### src/rtl/spi_master_shift_if.sv
// Bus bundle between the SPI shift engine, its controller/divider side and the
// SPI pins.
//   slave  : shift engine view (takes tick/start/tx_data/miso, drives the rest)
//   master : controller / bench view (mirror image)
//   spi_clk_en : divider tick, one SCLK half-period per pulse
//   start, tx_data, busy, done, rx_data : word handshake
//   sclk, mosi, miso, cs_n : SPI pins
interface spi_master_shift_if #(
    parameter int unsigned DATA_WIDTH = 8
);
    logic                  spi_clk_en;
    logic                  start;
    logic [DATA_WIDTH-1:0] tx_data;
    logic [DATA_WIDTH-1:0] rx_data;
    logic                  busy;
    logic                  done;
    logic                  sclk;
    logic                  mosi;
    logic                  miso;
    logic                  cs_n;

    modport slave (
        input  spi_clk_en, start, tx_data, miso,
        output rx_data, busy, done, sclk, mosi, cs_n
    );

    modport master (
        output spi_clk_en, start, tx_data, miso,
        input  rx_data, busy, done, sclk, mosi, cs_n
    );
endinterface

### src/rtl/spi_master_shift.sv
// SPI master shift engine, mode 0 (CPOL=0, CPHA=0), MSB first, one slave select.
// Each spi_clk_en tick is one SCLK half-period. A word accepted on start is
// shifted out on mosi while miso is captured on every SCLK rising edge.
// Ports:
//   clk    : system clock, all logic on posedge
//   rst_n  : asynchronous active-low reset
//   io_bus : spi_master_shift_if.slave (tick, handshake, SPI pins); all
//            outputs are registered
module spi_master_shift #(
    parameter int unsigned DATA_WIDTH = 8
) (
    input  logic                  clk,
    input  logic                  rst_n,
    spi_master_shift_if.slave     io_bus
);
    localparam int unsigned       CNT_W     = $clog2(2 * DATA_WIDTH) + 1;
    localparam logic [CNT_W-1:0]  LAST_EDGE = CNT_W'(2 * DATA_WIDTH - 1);

    typedef enum logic [1:0] {
        S_IDLE,
        S_SETUP,
        S_XFER,
        S_HOLD
    } state_t;

    state_t                r_state;
    // Only the bits still to be sent after the MSB; the MSB goes straight to mosi.
    logic [DATA_WIDTH-2:0] r_tx_shift;
    logic [DATA_WIDTH-1:0] r_rx_shift;
    logic [DATA_WIDTH-1:0] r_rx_data;
    logic [CNT_W-1:0]      r_edge_cnt;
    logic                  r_sclk;
    logic                  r_mosi;
    logic                  r_cs_n;
    logic                  r_busy;
    logic                  r_done;

    // Transfer sequencer and datapath
    always_ff @(posedge clk or negedge rst_n) begin
        if (!rst_n) begin
            r_state    <= S_IDLE;
            r_tx_shift <= '0;
            r_rx_shift <= '0;
            r_rx_data  <= '0;
            r_edge_cnt <= '0;
            r_sclk     <= 1'b0;
            r_mosi     <= 1'b0;
            r_cs_n     <= 1'b1;
            r_busy     <= 1'b0;
            r_done     <= 1'b0;
        end else begin
            r_done <= 1'b0;
            case (r_state)
                S_IDLE: begin
                    // Ticks are ignored here, so a tick coincident with start is not counted.
                    if (io_bus.start) begin
                        r_tx_shift <= io_bus.tx_data[DATA_WIDTH-2:0];
                        r_mosi     <= io_bus.tx_data[DATA_WIDTH-1];
                        r_cs_n     <= 1'b0;
                        r_busy     <= 1'b1;
                        r_edge_cnt <= '0;
                        r_state    <= S_SETUP;
                    end
                end
                S_SETUP: begin
                    // One full half-period of MOSI setup before the first rising edge.
                    if (io_bus.spi_clk_en) begin
                        r_state <= S_XFER;
                    end
                end
                S_XFER: begin
                    if (io_bus.spi_clk_en) begin
                        r_sclk     <= ~r_sclk;
                        r_edge_cnt <= r_edge_cnt + CNT_W'(1);
                        if (!r_sclk) begin
                            r_rx_shift <= {r_rx_shift[DATA_WIDTH-2:0], io_bus.miso};
                        end else if (r_edge_cnt == LAST_EDGE) begin
                            // Last falling edge: keep mosi and close the frame on the next tick.
                            r_state <= S_HOLD;
                        end else begin
                            r_mosi     <= r_tx_shift[DATA_WIDTH-2];
                            r_tx_shift <= r_tx_shift << 1;
                        end
                    end
                end
                S_HOLD: begin
                    if (io_bus.spi_clk_en) begin
                        r_cs_n    <= 1'b1;
                        r_rx_data <= r_rx_shift;
                        r_done    <= 1'b1;
                        r_busy    <= 1'b0;
                        r_mosi    <= 1'b0;
                        r_state   <= S_IDLE;
                    end
                end
                default: begin
                    r_state <= S_IDLE;
                end
            endcase
        end
    end

    assign io_bus.rx_data = r_rx_data;
    assign io_bus.busy    = r_busy;
    assign io_bus.done    = r_done;
    assign io_bus.sclk    = r_sclk;
    assign io_bus.mosi    = r_mosi;
    assign io_bus.cs_n    = r_cs_n;

endmodule

### src/flat_wrapper.sv
// flat-port wrapper written by rule: the top's interface ports become plain ports
module spi_master_shift_flat 
#(
    parameter int unsigned DATA_WIDTH = 8
)
  (clk, rst_n, io_bus_spi_clk_en, io_bus_start, io_bus_tx_data, io_bus_miso, io_bus_rx_data, io_bus_busy, io_bus_done, io_bus_sclk, io_bus_mosi, io_bus_cs_n);
  spi_master_shift_if #(.DATA_WIDTH(DATA_WIDTH)) io_bus_i ();
  input  logic clk;
  input  logic rst_n;
  input wire logic [$bits(io_bus_i.spi_clk_en)-1:0] io_bus_spi_clk_en;
  input wire logic [$bits(io_bus_i.start)-1:0] io_bus_start;
  input wire logic [$bits(io_bus_i.tx_data)-1:0] io_bus_tx_data;
  input wire logic [$bits(io_bus_i.miso)-1:0] io_bus_miso;
  output wire logic [$bits(io_bus_i.rx_data)-1:0] io_bus_rx_data;
  output wire logic [$bits(io_bus_i.busy)-1:0] io_bus_busy;
  output wire logic [$bits(io_bus_i.done)-1:0] io_bus_done;
  output wire logic [$bits(io_bus_i.sclk)-1:0] io_bus_sclk;
  output wire logic [$bits(io_bus_i.mosi)-1:0] io_bus_mosi;
  output wire logic [$bits(io_bus_i.cs_n)-1:0] io_bus_cs_n;
  assign io_bus_i.spi_clk_en = io_bus_spi_clk_en;
  assign io_bus_i.start = io_bus_start;
  assign io_bus_i.tx_data = io_bus_tx_data;
  assign io_bus_i.miso = io_bus_miso;
  assign io_bus_rx_data = io_bus_i.rx_data;
  assign io_bus_busy = io_bus_i.busy;
  assign io_bus_done = io_bus_i.done;
  assign io_bus_sclk = io_bus_i.sclk;
  assign io_bus_mosi = io_bus_i.mosi;
  assign io_bus_cs_n = io_bus_i.cs_n;
  spi_master_shift #(.DATA_WIDTH(DATA_WIDTH)) u_core (.clk(clk), .rst_n(rst_n), .io_bus(io_bus_i));
endmodule
### config.mk
export PLATFORM = sky130hd
export DESIGN_NAME = spi_master_shift_flat
export DESIGN_NICKNAME = d
export VERILOG_FILES = /design/src/rtl/spi_master_shift_if.sv /design/src/rtl/spi_master_shift.sv /design/src/flat_wrapper.sv
export SDC_FILE = /design/constraint.sdc
export NUM_CORES = 1
export LEC_CHECK = 0
export CAP_MARGIN = 25
export CORE_UTILIZATION = 45
export DETAILED_ROUTE_END_ITERATION = 7
export GPL_ROUTABILITY_DRIVEN = 0
export HOLD_SLACK_MARGIN = 0.1
export PLACE_DENSITY = 0.79
export SETUP_SLACK_MARGIN = 0.05
export SLEW_MARGIN = 25
export SYNTH_ARGS = -nofsm -noshare
export SYNTH_HDL_FRONTEND = slang
export SYNTH_SLANG_ARGS = --single-unit
### constraint.sdc
create_clock -name clk -period 2.01 [get_ports clk]
set_input_delay 0.3015 -clock clk [delete_from_list [all_inputs] [get_ports clk]]
set_output_delay 0.3015 -clock clk [all_outputs]
set_load 0.02 [all_outputs]
=== Word-level counts from Yosys, hierarchy flattened ===
Index checks and enable logic that the tools add are counted.

* Add/sub/neg operators: 1
* Eq/ne operators: 11
* Mux-type cells: 28
* Bitwise logic cells: 1
* Reduce and logical (&&, ||, !) cells: 12

{| class="wikitable"
|+ Operator list
! cell !! count
|-
| two-way mux 7 bit || 4
|-
| one-hot mux 7 bit (2 select lines) || 1
|-
| two-way mux 2 bit || 6
|-
| AND reduction 6 bit || 2
|-
| two-way mux 1 bit || 10
|-
| two-way mux 5 bit || 2
|-
| != test 2 bit, second input constant || 5
|-
| one-hot mux 5 bit (2 select lines) || 1
|-
| AND reduction 3 bit || 3
|-
| one-hot mux 2 bit (4 select lines) || 1
|-
| adder 5 x 1 -> 5 bit, second input constant || 1
|-
| equality test 5 x 4 -> 1 bit, second input constant || 1
|-
| AND reduction 5 bit || 1
|-
| equality test 2 bit, second input constant || 2
|-
| != test 2 x 1 -> 1 bit, second input constant || 2
|-
| one-hot mux 1 bit (2 select lines) || 2
|-
| AND reduction 2 bit || 2
|-
| nonzero test 2 bit || 2
|-
| one-hot mux 1 bit (3 select lines) || 1
|-
| nonzero test 3 bit || 1
|-
| equality test 2 x 1 -> 1 bit, second input constant || 1
|-
| logical NOT 2 bit || 1
|-
| NOT 1 bit || 1
|}

* Flip-flop bits (word level): 35
* Input bits: 13
* Logic and storage cells: 63

=== Depth between registers and ports, before layout ===
Gate-level depths: netlist (run 1).

* Depth after elaboration: 5
* Mapped depth: 8

=== Worst setup path after synthesis (run 1) ===
No wires, ideal clock.

* Kind: flip-flop to flip-flop
* Start: register u_core.r_edge_cnt[0]
* End: register u_core.r_mosi (netlist: u_core.io_bus.mosi)
* Setup time: 77 ps
* Data arrival time: 1745 ps
* Slack: 188 ps
* Stages on the path, launching flop included: 8
* Cell sequence: dfrtp_1 > ha_1 > and3_1 > ha_1 > nand3b_2 > a2111oi_2 > nor2_1 > a21oi_1

* Cells in the longest elaborated chain, start to end: 3

{| class="wikitable"
|+ RTL lines
! item !! line !! source
|-
| start, declared || spi_master_shift.sv:31 || <nowiki>logic [CNT_W-1:0] r_edge_cnt;</nowiki>
|-
| start signal, assigned || spi_master_shift.sv:74 || <nowiki>r_edge_cnt <= r_edge_cnt + CNT_W'(1);</nowiki>
|-
| equality test 5 x 4 -> 1 bit || spi_master_shift.sv:77 || <nowiki>end else if (r_edge_cnt == LAST_EDGE) begin</nowiki>
|-
| != test 2 bit (no source line) || n/a ||
|-
| AND reduction 6 bit (no source line) || n/a ||
|-
| end signal, assigned || spi_master_shift.sv:58 || <nowiki>r_mosi <= io_bus.tx_data[DATA_WIDTH-1];</nowiki>
|-
| end signal, assigned || spi_master_shift.sv:81 || <nowiki>r_mosi <= r_tx_shift[DATA_WIDTH-2];</nowiki>
|-
| end, declared || spi_master_shift.sv:33 || <nowiki>logic r_mosi;</nowiki>
|}

No other way between the ends.
A chain may end at the register's enable or synchronous reset.

=== Worst setup path after layout (run 1) ===
* Start: register u_core.r_edge_cnt[1]
* End: register u_core.r_mosi (netlist: u_core.io_bus.mosi)

The elaborated chain is that of the path after synthesis.

==> out/summary.txt, run 1 <==
POWER AND IR DROP
-----------------------------------------------------------------------------------------------------------------
Total power after layout                                                                               0.003538 W
Net switching power                                                                                    0.001211 W
PwrDens                                                                                              1618 mW/mm^2
Internal portion of total power                                                                        0.002328 W
Switch share                                                                                               0.3421
Comb power frac                                                                                             0.445
Static leakage                                                                                           1.020 nW
Relative contribution of the clock network to total power                                                   0.211
Part of the total power dissipated in sequential elements                                                   0.344
Maximum vdd ir drop                                                                                     0.8035 mV

SETUP PATH
-----------------------------------------------------------------------------------------------------------------
Startpoint of the worst register-to-register path                                                    u_core.r_edge_cnt[1]$_DFFE_PN0P_
CP peak stage delay                                                                                       0.42 ns
Crit path required time                                                                                   2.23 ns
Kind of end point of the critical path                                                                  flip-flop
Minimum setup slack among reg-to-reg paths                                                                0.19 ns
Combined buffer and inverter count along the critical path                                                      0
Largest fanout on the critical path                                                                             4
Crit path arrival time                                                                                    2.04 ns
Ordered list of cells on the worst path                                                              ha_1, and3_1, ha_1, nand3b_4, a2111oi_4, nor2_1, a21oi_1
Critical-path top delay cell                                                                         sky130_fd_sc_hd__dfrtp_1
Kind of launch point of the worst setup path                                                            flip-flop
Most used cell along the critical path                                                               sky130_fd_sc_hd__ha_1
Cell type group with the largest total delay on the critical path                                    simple AND/OR/NAND/NOR gates
Critical path origin                                                                                 u_core.r_edge_cnt[1]$_DFFE_PN0P_
Worst Path Class, Setup                                                                                reg -> reg

FINISH
-----------------------------------------------------------------------------------------------------------------
Synthesis-to-layout area growth                                                                            29.87%
Most common cell after layout, fill and taps aside                                                   sky130_fd_sc_hd__dfrtp_1
Proportion of layout cells with a drive suffix above 1                                                     0.2241
Layout net count                                                                                              194
Diodes inserted                                                                                                 0
Leading cell types in the layout, fill and taps excluded                                             sky130_fd_sc_hd__dfrtp_1 (34), sky130_fd_sc_hd__clkdlybuf4s50_1 (25), sky130_fd_sc_hd__nor2_1 (11)

CLOCK NETWORK
-----------------------------------------------------------------------------------------------------------------
TritonCTS Buffers                                                                                               5
TritonCTS clock tree                                                                                        built
Clock sink count                                                                                               35
Worst-Skew Late Latency                                                                                   0.29 ns
Clock edge transition at the registers on the reported setup and hold paths                               0.07 ns
Deepest clock path buffer count                                                                                 2
Library cell used as clock root buffer                                                               sky130_fd_sc_hd__clkbuf_8
Hold buffers post-CTS                                                                                           0
Max H-tree Level                                                                                                2

DRT
-----------------------------------------------------------------------------------------------------------------
Number of nets with antenna violations after routing                                                            0
Vias per inst                                                                                               5.227
DRC viols                                                                                                       0
Detailed route wirelength on metal3                                                                        171 um
Wire length on met1                                                                                      1.292 mm
Top sig layer                                                                                                met4
Via count                                                                                                    1150
Number of detailed-route iterations in the first pass                                                           4
Final wirelength                                                                                         3.031 mm
DR WL met2                                                                                               1.484 mm
Drt wl/cell                                                                                              13.78 um
Number of violations reported at the end of detailed-routing iteration 0                                       87

STA
-----------------------------------------------------------------------------------------------------------------
Final max-slew violation count                                                                                  0
RSZ-0062 raised after global routing                                                                           no
FMAX                                                                                                    548.9 MHz
Setup Skew                                                                                            0.003181 ns
Fin crit share                                                                                             0.9064
Rel. slew slack                                                                                            0.6756
Clock period minus worst slack                                                                           1.822 ns
Transition time of the tightest slew-check pin                                                          0.4867 ns
Hold violation count in the final report                                                                        0
Total negative slack for setup checks                                                                        0 ns
Final number of setup-violating endpoints                                                                       0

GRT
-----------------------------------------------------------------------------------------------------------------
Global-route congestion overflow total                                                                          0
Initial antenna violation count                                                                                 0
Vias in the first global route                                                                               1163
Global-route usage over all layers                                                                         0.1785
Maximum number of pins on one net before global-route repair                                                   36
Global-route wire length before repair                                                                   5.375 mm

YOSYS
-----------------------------------------------------------------------------------------------------------------
Yosys top cell area share                                                                                  0.5052
Largest cells by area after synthesis                                                                sky130_fd_sc_hd__dfrtp_1 (51%), sky130_fd_sc_hd__mux2_4 (7.1%), sky130_fd_sc_hd__mux2_2 (6.0%), sky130_fd_sc_hd__ha_1 (5.9%), sky130_fd_sc_hd__mux2i_1 (5.3%)
Post-synthesis instance area                                                                         0.001684 mm^2
Flip-flop and latch count after synthesis                                                                      35
Xor/xnor cell area share of the yosys netlist                                                            0.005201
Arithmetic-cell share of the synthesized area counting full adders, half adders and majority gates        0.05944
Number of warning messages in the yosys log                                                                     0
Fraction of the yosys area taken by sequential cells                                                       0.5208
Mapped Nets                                                                                                   159
Portion of netlist area occupied by mux cells                                                              0.1850
Complex-gate fraction of the synthesized area                                                             0.09807
Dominant combinational cell family by area after synthesis                                           multiplexers
Syn avg cell area                                                                                      12.20 um^2
Dominant cell type by area after synthesis                                                           sky130_fd_sc_hd__dfrtp_1
Post-synthesis instance total                                                                                 138
Number of distinct standard cells referenced by the synthesized netlist                                        31
Post-synthesis share of cell area spent on and, or, nand and nor gates                                    0.09287

OUTCOME
-----------------------------------------------------------------------------------------------------------------
Status                                                                                               complete, no violations

DIE
-----------------------------------------------------------------------------------------------------------------
Die area                                                                                             0.003991 mm^2
Horizontal extent of the die                                                                             63.18 um
Number of ports placed on the die boundary                                                                     26
Core Region                                                                                          0.003468 mm^2
Vertical extent of the die                                                                               63.18 um
Std cell rows                                                                                                  21
Starting utilization of the core area                                                                      0.4856

WORST HOLD PATH
-----------------------------------------------------------------------------------------------------------------
Hold Crit Class                                                                                       in -> async

PLACEMENT
-----------------------------------------------------------------------------------------------------------------
Detailed Place HPWL                                                                                      2.141 mm
Number of input and output port buffers inserted                                                               25

RUN
-----------------------------------------------------------------------------------------------------------------
Max Cap Viol                                                                                                    0

-- synth_stat cells --
cell,n
sky130_fd_sc_hd__dfrtp_1,34
sky130_fd_sc_hd__a21oi_1,11
sky130_fd_sc_hd__nor2_1,11
sky130_fd_sc_hd__mux2_2,9
sky130_fd_sc_hd__mux2i_1,9
sky130_fd_sc_hd__ha_1,8
sky130_fd_sc_hd__mux2_4,8
sky130_fd_sc_hd__inv_1,6
sky130_fd_sc_hd__o21ai_0,6
sky130_fd_sc_hd__nand2_1,5
sky130_fd_sc_hd__a22o_1,4
sky130_fd_sc_hd__buf_6,3
sky130_fd_sc_hd__nand3_1,3
sky130_fd_sc_hd__nand2_2,2
sky130_fd_sc_hd__nand3b_1,2
sky130_fd_sc_hd__nor2b_1,2
sky130_fd_sc_hd__a2111oi_2,1
sky130_fd_sc_hd__a21o_1,1
sky130_fd_sc_hd__a21oi_2,1
sky130_fd_sc_hd__a22oi_1,1
sky130_fd_sc_hd__a31oi_1,1
sky130_fd_sc_hd__and3_1,1
sky130_fd_sc_hd__buf_2,1
sky130_fd_sc_hd__clkbuf_1,1
sky130_fd_sc_hd__dfstp_2,1
sky130_fd_sc_hd__nand2b_1,1
sky130_fd_sc_hd__nand3b_2,1
sky130_fd_sc_hd__nand4_1,1
sky130_fd_sc_hd__nor3_1,1
sky130_fd_sc_hd__or2_1,1
sky130_fd_sc_hd__xnor2_1,1
-- area by class of cell --
cell class / count / area (um^2)
multi-input combinational: 92 / 774.5
fill: 286 / 1281
timing repair buffer: 33 / 322.8
tap: 46 / 57.56
clock inverter: 2 / 60.06
inverter: 6 / 22.52
clock buffer: 6 / 72.57
sequential: 35 / 877.1
-- layer usage --
metal | vias to the layer above | track usage
met4 | 0 | 0.08807
li1 | 548 | -
met5 | - | 0
met2 | 34 | 0.2890
met1 | 560 | 0.2077
met3 | 8 | 0.06522
-- through the flow --
stage	utilization	area, um^2	setup slack [ns]	cells	hold WS [ns]
global route	0.6306	2187	0.07922	220	0.4518
global placement	0.5808	2014	0.1013	211	0.4881
floorplan	-	1684	0.1878	138	0.005909
detailed placement	0.5808	2014	0.04068	211	0.4974
CTS	0.6248	2167	0.07658	220	0.4283
finish	0.6306	2187	0.1881	220	0.4131
-- path summary, 6_finish.rpt --
kind                                                        end  depth (start not counted)
setup / recovery                 u_core.io_bus.mosi$_DFFE_PN0P_                          7
hold / removal                 u_core.r_edge_cnt[1]$_DFFE_PN0P_                          2
setup reg to reg                 u_core.io_bus.mosi$_DFFE_PN0P_                          7
hold reg to reg            u_core.io_bus.rx_data[5]$_DFFE_PN0P_                          1
max in group asynchronous        u_core.io_bus.cs_n$_DFFE_PN1P_                          2
min in group clk           u_core.io_bus.rx_data[5]$_DFFE_PN0P_                          1
-- logic make-up after synthesis --
group / count (synthesis)
adders and majority gates: 8
buffers and inverters: 11
DFF: 35
xor gates and xnor gates: 1
muxes: 26
and+or+nand+nor: 31
AOI/OAI and AO/OA: 26
-- power groups by stage --
stage                     clock (W)  combinational [W]  sequential (W)
after floorplan                   0           0.000913         0.00131
after global placement            0            0.00145         0.00121
after detailed placement          0            0.00150         0.00123
after CTS                  0.000764            0.00155         0.00121
after global routing       0.000798            0.00173         0.00126
final                      0.000747            0.00158         0.00122
-- sequential cells by signal, indices dropped and copies added (netlist names) --
| register | flops |
|---|---|
| u_core.io_bus.sclk | 1 |
| u_core.r_edge_cnt | 5 |
| u_core.r_rx_shift | 8 |
| u_core.io_bus.cs_n | 1 |
| u_core.io_bus.done | 1 |
| u_core.io_bus.rx_data | 8 |
| u_core.r_state | 2 |
| u_core.io_bus.mosi | 1 |
| u_core.r_tx_shift | 7 |
| u_core.io_bus.busy | 1 |
-- what timing repair did --
action / in CTS / in global routing
endpoints found under the hold margin: 0 / 0
pin swaps: 0 / 1
gates resized for setup: 1 / 3
endpoints found under the setup margin: 1 / 9
buffers inserted: 1 / 0
gates cloned: 0 / 0
Note: power is estimated with default switching activity, not from simulation.
==> inputs of run 2 (changes only) <==
--- a/config.mk
+++ b/config.mk
@@ -6,11 +6,13 @@
 export NUM_CORES = 1
 export LEC_CHECK = 0
 export CAP_MARGIN = 25
-export CORE_UTILIZATION = 45
+export CELL_PAD_IN_SITES_DETAIL_PLACEMENT = 0
+export CELL_PAD_IN_SITES_GLOBAL_PLACEMENT = 2
+export CORE_UTILIZATION = 35
 export DETAILED_ROUTE_END_ITERATION = 7
 export GPL_ROUTABILITY_DRIVEN = 0
 export HOLD_SLACK_MARGIN = 0.1
-export PLACE_DENSITY = 0.79
+export PLACE_DENSITY = 0.88
 export SETUP_SLACK_MARGIN = 0.05
 export SLEW_MARGIN = 25
 export SYNTH_ARGS = -nofsm -noshare
==> run 2 against run 1 <==
  * The flow now finishes with violations (design-rule violations)
  * Sequential power about the same
  * Clock skew increased by 0.0062 ns
  * Worst setup slack got worse by 0.070 ns
  * First-iteration DRC count decreased by 21%
  * Final cell count increased by 3.2%
  * Design area decreased by 2.1%
  * Global-route usage decreased by 3.4 points
  * Maximum frequency decreased by 3.7%
  * Clock-buffer cell count unchanged
  * Sequential cell count unchanged
  * Combinational power about the same
  * Clock power decreased by 34%
  * Highest routed layer unchanged
==> out/summary.txt, run 2 (synthesis gave the netlist of run 1 again) <==
FINISH
------------------------------------------------------------------------------------------
Synthesis-to-layout area growth                                                     27.19%
Layout net count                                                                       195   +0.52%
Proportion of layout cells with a drive suffix above 1                              0.2229   -0.001281
Leading cell types in the layout, fill and taps excluded                      sky130_fd_sc_hd__dfrtp_1 (34), sky130_fd_sc_hd__clkdlybuf4s50_1 (25), sky130_fd_sc_hd__nor2_1 (11), sky130_fd_sc_hd__a21oi_1 (11)
Final Util                                                                          0.4787   -0.1518
Most common cell after layout, fill and taps aside                            sky130_fd_sc_hd__dfrtp_1
Diodes inserted                                                                          0   unchanged

CLOCK NETWORK
------------------------------------------------------------------------------------------
Worst-Skew Late Latency                                                            0.28 ns   about the same
Hold buffers post-CTS                                                                    0   unchanged
Clock edge transition at the registers on the reported setup and hold paths        0.08 ns   about the same
TritonCTS clock tree                                                                 built
TritonCTS Buffers                                                                        5   unchanged
Deepest clock path buffer count                                                          2   unchanged
Library cell used as clock root buffer                                        sky130_fd_sc_hd__clkbuf_8
Max H-tree Level                                                                         2   unchanged
Clock sink count                                                                        35   unchanged

POWER AND IR DROP
------------------------------------------------------------------------------------------
Total power after layout                                                        0.003267 W   -7.7%
Static leakage                                                                   0.9902 nW   -3.0%
Maximum vdd ir drop                                                              0.6175 mV   -23%
PwrDens                                                                       1525 mW/mm^2   -5.7%

OUTCOME
------------------------------------------------------------------------------------------
Failing checks                                                                design-rule violations
Status                                                                        finished with violations

SETUP PATH
------------------------------------------------------------------------------------------
Crit path arrival time                                                             2.10 ns   +0.06 ns
Kind of launch point of the worst setup path                                     flip-flop
Kind of end point of the critical path                                           flip-flop
Largest fanout on the critical path                                                      4   unchanged
Crit path required time                                                            2.22 ns   about the same
Worst Path Class, Setup                                                         reg -> reg

STA
------------------------------------------------------------------------------------------
Setup Skew                                                                     0.009378 ns   +0.006198 ns
Hold violation count in the final report                                                 0   unchanged
Rel. slew slack                                                                     0.6558   -0.01980
Transition time of the tightest slew-check pin                                   0.5164 ns   +0.02970 ns
Final number of setup-violating endpoints                                                0   unchanged
Final max-slew violation count                                                           0   unchanged
Total negative slack for setup checks                                                 0 ns   unchanged
RSZ-0062 raised after global routing                                                    no
Fin crit share                                                                      0.9411   +0.03470
FMAX                                                                             528.6 MHz   -3.7%
Clock period minus worst slack                                                    1.892 ns   +0.06975 ns

DRT
------------------------------------------------------------------------------------------
Number of detailed-route iterations in the first pass                                    6   +2
Via count                                                                             1132   -1.6%
DRC viols                                                                                3   +3
Number of violations reported at the end of detailed-routing iteration 0                69   -21%
Final wirelength                                                                  3.163 mm   +4.4%
Drt wl/cell                                                                       13.93 um   +1.1%
Vias per inst                                                                        4.987   -4.6%
Number of nets with antenna violations after routing                                     0   unchanged

DIE
------------------------------------------------------------------------------------------
Number of ports placed on the die boundary                                              26   unchanged
Starting utilization of the core area                                               0.3764   -0.1092
Std cell rows                                                                           24   +14%
Vertical extent of the die                                                        71.37 um   +13%
Horizontal extent of the die                                                      71.37 um   +13%
Die area                                                                      0.005093 mm^2   +28%
Core Region                                                                   0.004474 mm^2   +29%

GRT
------------------------------------------------------------------------------------------
Global-route usage over all layers                                                  0.1447   -0.03379
Global-route congestion overflow total                                                   0   unchanged
Maximum number of pins on one net before global-route repair                            36   unchanged
Global-route wire length before repair                                            5.602 mm   +4.2%
Initial antenna violation count                                                          0   unchanged
Vias in the first global route                                                        1199   +3.1%

WORST HOLD PATH
------------------------------------------------------------------------------------------
Hold Crit Class                                                                in -> async

PLACEMENT
------------------------------------------------------------------------------------------
Number of input and output port buffers inserted                                        25   unchanged
Detailed Place HPWL                                                               2.249 mm   +5.0%

RUN
------------------------------------------------------------------------------------------
Max Cap Viol                                                                             0   unchanged

## run 2: final timing paths
check	start	endpoint	slack, ns	depth (start not counted)
setup / recovery	u_core.r_edge_cnt[0]$_DFFE_PN0P_	u_core.io_bus.mosi$_DFFE_PN0P_	0.12	7
hold / removal	rst_n	u_core.r_edge_cnt[0]$_DFFE_PN0P_	0.44	2
setup reg to reg	u_core.r_edge_cnt[0]$_DFFE_PN0P_	u_core.io_bus.mosi$_DFFE_PN0P_	0.12	7
hold reg to reg	u_core.io_bus.rx_data[1]$_DFFE_PN0P_	u_core.io_bus.rx_data[1]$_DFFE_PN0P_	0.51	1
max in group asynchronous	rst_n	u_core.io_bus.cs_n$_DFFE_PN1P_	1.24	2
min in group clk	u_core.io_bus.rx_data[1]$_DFFE_PN0P_	u_core.io_bus.rx_data[1]$_DFFE_PN0P_	0.51	1
## run 2: repair_timing
item	in CTS	in global routing
endpoints found under the hold margin	0	0
endpoints found under the setup margin	0	4
setup buffers	0	1
resized for setup	0	2
## run 2: critical path: stages, from the launching register on
cell and delay, ns:
sky130_fd_sc_hd__dfrtp_1 0.42, sky130_fd_sc_hd__ha_1 0.24, sky130_fd_sc_hd__and3_1 0.19, sky130_fd_sc_hd__ha_1 0.19, sky130_fd_sc_hd__nand3b_2 0.27, sky130_fd_sc_hd__a2111oi_4 0.34
sky130_fd_sc_hd__nor2_1 0.07, sky130_fd_sc_hd__a21oi_1 0.11
## run 2: through the flow
step	hold WS [ns]	area [um^2]	instances	worst slack, ns
2_1_floorplan	0.005909	1684	138	0.1878
4_1_cts	0.4521	2115	226	0.06271
6_report	0.4380	2142	227	0.1184
3_3_place_gp	0.4870	2029	218	0.1126
3_5_place_dp	0.4953	2029	218	0.07842
5_1_grt	0.4653	2142	227	0.03816
## run 2: final cells by class
cell class,count,area (um^2)
clock inverter,2,12.51
sequential,35,877.1
timing repair buffer,34,330.3
tap,52,65.06
inverter,6,22.52
clock buffer,6,72.57
fill,399,2332
multi-input combinational,92,762.0
## run 2: metal layers
layer,vias up,global-route usage,share of wire
met3,5,0.05204,0.057
met2,31,0.2370,0.50
met1,547,0.1783,0.44
met4,0,0.04667,0.0098
met5,-,0,0
li1,549,-,-
## run 2: where the power goes
| group | switching, W | internal [W] |
|---|---|---|
| Clock | 0.000248 | 0.000242 |
| Sequential | 0.000208 | 0.00101 |
| Combinational | 0.000742 | 0.000821 |
| Total | 0.00120 | 0.00207 |
==> inputs of run 3 (changes only) <==
--- a/config.mk
+++ b/config.mk
@@ -9,6 +9,7 @@
 export CELL_PAD_IN_SITES_DETAIL_PLACEMENT = 0
 export CELL_PAD_IN_SITES_GLOBAL_PLACEMENT = 2
 export CORE_UTILIZATION = 35
+export CTS_CLUSTER_SIZE = 40
 export DETAILED_ROUTE_END_ITERATION = 7
 export GPL_ROUTABILITY_DRIVEN = 0
 export HOLD_SLACK_MARGIN = 0.1
==> results of run 3 <==
No change in the layout: final DEF, timing and power equal those of run 2.
